`src/rtl/selecionar_menor_ativo_pkg.sv`:
```
// Shared definitions for the active-node classifier and the minimum selector:
// scan FSM state encoding and the packed-array slice helper.
package selecionar_menor_ativo_pkg;

  typedef enum logic [1:0] {
    IDLE    = 2'd0,
    BUSCA   = 2'd1,
    ENTREGA = 2'd2,
    FIM     = 2'd3
  } estado_t;

  // Low bit position of element 'indice' in a flat vector of 'largura'-bit fields.
  function automatic int unsigned base_fatia(input int unsigned indice,
                                             input int unsigned largura);
    return indice * largura;
  endfunction

endpackage

```
`src/rtl/selecionar_comparador.sv`:
```
// Combinational match of node idx: selects its criterion/address from the
// packed arrays and flags it when active and equal to the frozen minimum.
module selecionar_comparador
  import selecionar_menor_ativo_pkg::*;
#(
  parameter int unsigned NUM_NA         = 8,
  parameter int unsigned ADDR_WIDTH     = 8,
  parameter int unsigned CRITERIO_WIDTH = 5,
  parameter int unsigned IDX_WIDTH      = 3
) (
  input  logic [IDX_WIDTH-1:0]             idx,
  input  logic [CRITERIO_WIDTH-1:0]        min_criterio,
  input  logic [NUM_NA-1:0]                na_ativo,
  input  logic [NUM_NA*CRITERIO_WIDTH-1:0] na_criterio,
  input  logic [NUM_NA*ADDR_WIDTH-1:0]     na_endereco,
  output logic                             casa,
  output logic [ADDR_WIDTH-1:0]            endereco,
  output logic [CRITERIO_WIDTH-1:0]        criterio
);

  // Mux out the current node and compare it against the minimum.
  always_comb begin
    criterio = na_criterio[base_fatia(32'(idx), CRITERIO_WIDTH) +: CRITERIO_WIDTH];
    endereco = na_endereco[base_fatia(32'(idx), ADDR_WIDTH) +: ADDR_WIDTH];
    casa     = na_ativo[idx] && (criterio == min_criterio);
  end

endmodule

```
`src/rtl/selecionar_menor_ativo.sv`:
```
// Scans the node array and hands out every active node whose criterion equals
// the classifier's global minimum. Define SELECIONAR_PRIMEIRO_EN to deliver
// only the first (lowest-index) match per scan.
module selecionar_menor_ativo
  import selecionar_menor_ativo_pkg::*;
#(
  parameter int unsigned NUM_NA         = 8,
  parameter int unsigned ADDR_WIDTH     = 8,
  parameter int unsigned CRITERIO_WIDTH = 5
) (
  input  logic                             clk,
  input  logic                             rst_n,
  input  logic                             sm_iniciar_in,
  input  logic                             ca_pronto_in,
  input  logic [CRITERIO_WIDTH-1:0]        ca_criterio_geral_in,
  input  logic [NUM_NA-1:0]                na_ativo_in,
  input  logic [NUM_NA*CRITERIO_WIDTH-1:0] na_criterio_in,
  input  logic [NUM_NA*ADDR_WIDTH-1:0]     na_endereco_in,
  input  logic                             sm_ready_in,
  output logic                             sm_valid_o,
  output logic [ADDR_WIDTH-1:0]            sm_endereco_o,
  output logic [CRITERIO_WIDTH-1:0]        sm_criterio_o,
  output logic                             sm_fim_o,
  output logic [$clog2(NUM_NA):0]          sm_qtd_o,
  output logic                             sm_ocupado_o
);

  localparam int unsigned IDX_WIDTH = $clog2(NUM_NA);
  localparam int unsigned QTD_WIDTH = $clog2(NUM_NA) + 1;
  localparam logic [IDX_WIDTH-1:0] IDX_MAX = IDX_WIDTH'(NUM_NA - 1);

  estado_t                   estado_r,   estado_s;
  logic [IDX_WIDTH-1:0]      idx_r,      idx_s;
  logic [CRITERIO_WIDTH-1:0] min_r,      min_s;
  logic                      valid_r,    valid_s;
  logic [ADDR_WIDTH-1:0]     endereco_r, endereco_s;
  logic [CRITERIO_WIDTH-1:0] criterio_r, criterio_s;
  logic                      fim_r,      fim_s;
  logic [QTD_WIDTH-1:0]      qtd_r,      qtd_s;
  logic                      ocupado_r,  ocupado_s;

  logic                      casa_s;
  logic [ADDR_WIDTH-1:0]     no_endereco_s;
  logic [CRITERIO_WIDTH-1:0] no_criterio_s;

  selecionar_comparador #(
    .NUM_NA         (NUM_NA),
    .ADDR_WIDTH     (ADDR_WIDTH),
    .CRITERIO_WIDTH (CRITERIO_WIDTH),
    .IDX_WIDTH      (IDX_WIDTH)
  ) u_comparador (
    .idx          (idx_r),
    .min_criterio (min_r),
    .na_ativo     (na_ativo_in),
    .na_criterio  (na_criterio_in),
    .na_endereco  (na_endereco_in),
    .casa         (casa_s),
    .endereco     (no_endereco_s),
    .criterio     (no_criterio_s)
  );

  // State register and registered outputs.
  always_ff @(posedge clk or negedge rst_n) begin
    if (!rst_n) begin
      estado_r   <= IDLE;
      idx_r      <= '0;
      min_r      <= '0;
      valid_r    <= 1'b0;
      endereco_r <= '0;
      criterio_r <= '0;
      fim_r      <= 1'b0;
      qtd_r      <= '0;
      ocupado_r  <= 1'b0;
    end else begin
      estado_r   <= estado_s;
      idx_r      <= idx_s;
      min_r      <= min_s;
      valid_r    <= valid_s;
      endereco_r <= endereco_s;
      criterio_r <= criterio_s;
      fim_r      <= fim_s;
      qtd_r      <= qtd_s;
      ocupado_r  <= ocupado_s;
    end
  end

  // Next-state and next-output logic of the scan.
  always_comb begin
    estado_s   = estado_r;
    idx_s      = idx_r;
    min_s      = min_r;
    valid_s    = valid_r;
    endereco_s = endereco_r;
    criterio_s = criterio_r;
    qtd_s      = qtd_r;

    case (estado_r)
      IDLE: begin
        if (sm_iniciar_in && ca_pronto_in) begin
          estado_s = BUSCA;
          min_s    = ca_criterio_geral_in;
          idx_s    = '0;
          qtd_s    = '0;
        end else begin
          estado_s = IDLE;
        end
      end
      BUSCA: begin
        if (casa_s) begin
          valid_s    = 1'b1;
          endereco_s = no_endereco_s;
          criterio_s = no_criterio_s;
          estado_s   = ENTREGA;
        end else if (idx_r == IDX_MAX) begin
          estado_s = FIM;
        end else begin
          idx_s = idx_r + IDX_WIDTH'(1);
        end
      end
      ENTREGA: begin
        if (valid_r && sm_ready_in) begin
          valid_s = 1'b0;
          qtd_s   = qtd_r + QTD_WIDTH'(1);
`ifdef SELECIONAR_PRIMEIRO_EN
          estado_s = FIM;
`else
          if (idx_r == IDX_MAX) begin
            estado_s = FIM;
          end else begin
            idx_s    = idx_r + IDX_WIDTH'(1);
            estado_s = BUSCA;
          end
`endif
        end else begin
          estado_s = ENTREGA;
        end
      end
      FIM: begin
        estado_s = IDLE;
      end
      default: begin
        estado_s = IDLE;
        valid_s  = 1'b0;
      end
    endcase

    // Flags are registered versions of the state being entered.
    fim_s     = (estado_s == FIM);
    ocupado_s = (estado_s != IDLE);
  end

  assign sm_valid_o    = valid_r;
  assign sm_endereco_o = endereco_r;
  assign sm_criterio_o = criterio_r;
  assign sm_fim_o      = fim_r;
  assign sm_qtd_o      = qtd_r;
  assign sm_ocupado_o  = ocupado_r;

endmodule
```
`config.mk`:
```
export PLATFORM = sky130hd
export DESIGN_NAME = selecionar_menor_ativo
export DESIGN_NICKNAME = d
export VERILOG_FILES = /design/src/rtl/selecionar_menor_ativo_pkg.sv /design/src/rtl/selecionar_comparador.sv /design/src/rtl/selecionar_menor_ativo.sv
export SDC_FILE = /design/constraint.sdc
export NUM_CORES = 1
export LEC_CHECK = 0
export ABC_AREA = 1
export ABC_CLOCK_PERIOD_IN_PS = 1700
export CORE_UTILIZATION = 35
export DETAILED_ROUTE_END_ITERATION = 6
export MAX_ROUTING_LAYER = met4
export PLACE_DENSITY = 0.77
export SYNTH_ARGS = -nofsm -noshare
export SYNTH_HDL_FRONTEND = slang
export SYNTH_SLANG_ARGS = --single-unit
```
`constraint.sdc`:
```
create_clock -name clk -period 1.7 [get_ports clk]
set_input_delay 0.17 -clock clk [delete_from_list [all_inputs] [get_ports clk]]
set_output_delay 0.17 -clock clk [all_outputs]
set_load 0.01 [all_outputs]
```
==> reports/metrics.yaml <==
status: "finished with violations"
violations: "setup timing"
ys_warn_count: 0
drv_slew: 0
wl_per_cell_um: 12.7
antenna_found_initial: 0
worstSetupStartpointType: "register"
worstPathArrival_ns: 2.14
hold_viol: 0
drive_gt1_frac: 0.162
io_buffers: 141
hp-class: "in2async"
clockBufferDepth: 2
rsz0062_at_grt: "yes"
coreArea_mm2: 0.00683
start_util: 0.366
r2r-start: "idx_r[0]$_DFFE_PN0P_"
diodes: 0
timing.setup.critical_path_class: "reg2reg"
power_density_mw_per_mm2: 1200
finalNonFillerCells: 670
clk_pin_slew_worst_paths_ns: 0.06
cts.hold.buffers_added: 0
irDropWorstVdd_uv: 509
cts_max_level: 2
synthCells: 403
cts.sinks: 30
fin_ws_ns: -0.227
syn_to_final_growth_pct: 80.9
fin_crit_sh: 1.13
finalWirelength_um: 8500
cts_buffers: 5
crit_path_start: "idx_r[0]$_DFFE_PN0P_"
vias: 3271
clk-insertion-delay-late_ns: 0.28
worst_pin_slew_ns: 0.411
grt_max_degree: 33
maxCapViolations: 0
track_usage: 0.238
synth_nets: 532
cts_tree: "yes"
fill_cells: 592
gr-total-overflow: 0
grt_pass1_wl_um: 13700
hold_slack_ns: 0.278
dp_cells: 651
rows: 30
synth.distinct_cells: 25
setup_viol: 21
io_pins: 142
ys_ff_latch: 30
grt_pass1_vias: 3266
gp_congestion: 0.907
crit_path_max_fanout: 8
layout.nets: 702
period_needed_ns: 1.93
rrSetupSlack_ns: -0.23
root_buffer: "clkbuf_8"
critPathRequiredTime_ns: 1.91
drcViolationCount: 0
fmax_mhz: 519
total_power_mw: 5.44
stdcell_area_mm2: 0.00453
ant_nets: 0
drtIter0Drc: 137
dp_hpwl_um: 6530
reg2reg_depth: 15
syn_avg_cell_area_um2: 6.21
die_height_um: 86.5
synth.cell_area_mm2: 0.00250
dpl_worst_slack_ns: -0.259
drt_first_pass_iters: 4
die-width_um: 86.5
worstReg2RegEnd: "sm_fim_o$_DFF_PN0_"
place_area_mm2: 0.00418
skew_ns: 0.00556
max_slew_margin: 0.725
leakage_nw: 2.19
via_per_inst: 4.88
die_area_mm2: 0.00749
seq_area_frac_synth: 0.300
critPathCapture: "sm_fim_o$_DFF_PN0_"
crit_path_end_kind: "register"
worst min-delay path by stage:
stage | start | to | slack, ns | depth (start not counted)
after floorplan | rst_n | estado_r[0]$_DFF_PN0_ | -0.13 | 0
final | rst_n | sm_valid_o$_DFFE_PN0P_ | 0.28 | 2
after global placement | sm_endereco_o[0]$_DFFE_PN0P_ | sm_endereco_o[0]$_DFFE_PN0P_ | 0.47 | 2
after global routing | rst_n | sm_criterio_o[3]$_DFFE_PN0P_ | 0.34 | 2
after detailed placement | sm_endereco_o[2]$_DFFE_PN0P_ | sm_endereco_o[2]$_DFFE_PN0P_ | 0.48 | 2
after CTS | rst_n | sm_criterio_o[4]$_DFFE_PN0P_ | 0.29 | 2
logic make-up after synthesis:
group / after synthesis / synth area share
adder cells (fa/ha/maj): 7 / 0.0350
XOR/XNOR: 2 / 0.00700
multiplexers: 3 / 0.0135
AND/OR/NAND/NOR: 204 / 0.336
AO/OA/AOI/OAI: 81 / 0.181
buffers and inverters: 76 / 0.128
flip-flops: 30 / 0.300
placed cells by master (no fill, tap or decap), drive strengths merged, types with 2 or more instances in the layout:
cell           netlist  layout
mux2                 3       3
dfrtp               30      30
ha                   7       7
o21ai               56      56
clkbuf               9       7
nand2              116     116
inv                 53      52
nand3b               6       6
nor2                43      43
nand3               38      38
clkdlybuf4s50        0     141
buf                 14      45
xor2                 2       2
clkinv               0       2
a21oi                6       6
o221ai               8       8
o22ai                8       8
cell usage after synthesis (all sizes together):
library cell / count / share of area
a211oi: 1 / 0.0030
a21oi: 6 / 0.012
a31oi: 1 / 0.0025
buf: 14 / 0.035
clkbuf: 9 / 0.014
dfrtp: 30 / 0.30
ha: 7 / 0.035
inv: 53 / 0.080
mux2: 3 / 0.014
nand2: 116 / 0.17
nand3: 38 / 0.076
nand3b: 6 / 0.018
nand4: 1 / 0.0025
nor2: 43 / 0.066
o21a: 1 / 0.0030
o21ai: 56 / 0.11
o221ai: 8 / 0.028
o22ai: 8 / 0.020
xor2: 2 / 0.0070
critical path, cell delays in order (launching register included):
cell and delay, ns:
dfrtp_2 0.41, clkinv_4 0.11, buf_6 0.15, nand2_2 0.05, nand3_2 0.08, nand3_2 0.09, nand2_1 0.07, nand2_1 0.08
nand2_1 0.06, nor2_2 0.14, nand4_1 0.12, buf_6 0.15, buf_8 0.13, nand2_4 0.06, nand2_4 0.06, nor2_2 0.09
power by group:
part	leakage [nW]	internal, mW	switching, mW
combinational	1.75	1.82	1.85
sequential	0.388	0.997	0.197
clock	0.0482	0.326	0.251
layer usage:
layer | up-vias | GRT usage | routed length [um]
li1 | 1638 | - | -
met1 | 1490 | 0.243 | 3280
met2 | 124 | 0.453 | 4520
met3 | 19 | 0.0429 | 471
met4 | 0 | 0.0848 | 229
met5 | - | - | 0
state kept, by name, indices dropped and copies added, names as in the netlist:
name,cells
min_r,5
idx_r,3
estado_r,2
sm_qtd_o,4
sm_ocupado_o,1
sm_valid_o,1
sm_endereco_o,8
sm_fim_o,1
sm_criterio_o,5
area by class of cell:
type | instances | area, um^2 | area share
timing repair buffer | 186 | 1800 | 0.397
multi-input combinational | 297 | 1560 | 0.345
inverter | 53 | 204 | 0.0451
sequential | 30 | 752 | 0.166
tap | 96 | 120 | 0.0265
clock inverter | 1 | 5.00 | 0.00111
clock buffer | 7 | 86.3 | 0.0191
metrics by stage:
step	utilization	TNS (ns)
3_5_place_dp	0.612	-3.50
3_3_place_gp	0.612	-2.87
2_1_floorplan	-	0
5_1_grt	0.662	-5.68
6_report	0.662	-3.58
4_1_cts	0.644	-2.28
what timing repair did:
item                       in CTS  in global routing
gates cloned                    2                  1
buffers inserted                4                  4
gates resized for setup        24                 26
setup endpoints to repair      22                 23
pin swaps                       6                 11
Power figures use the tool's default switching activity.
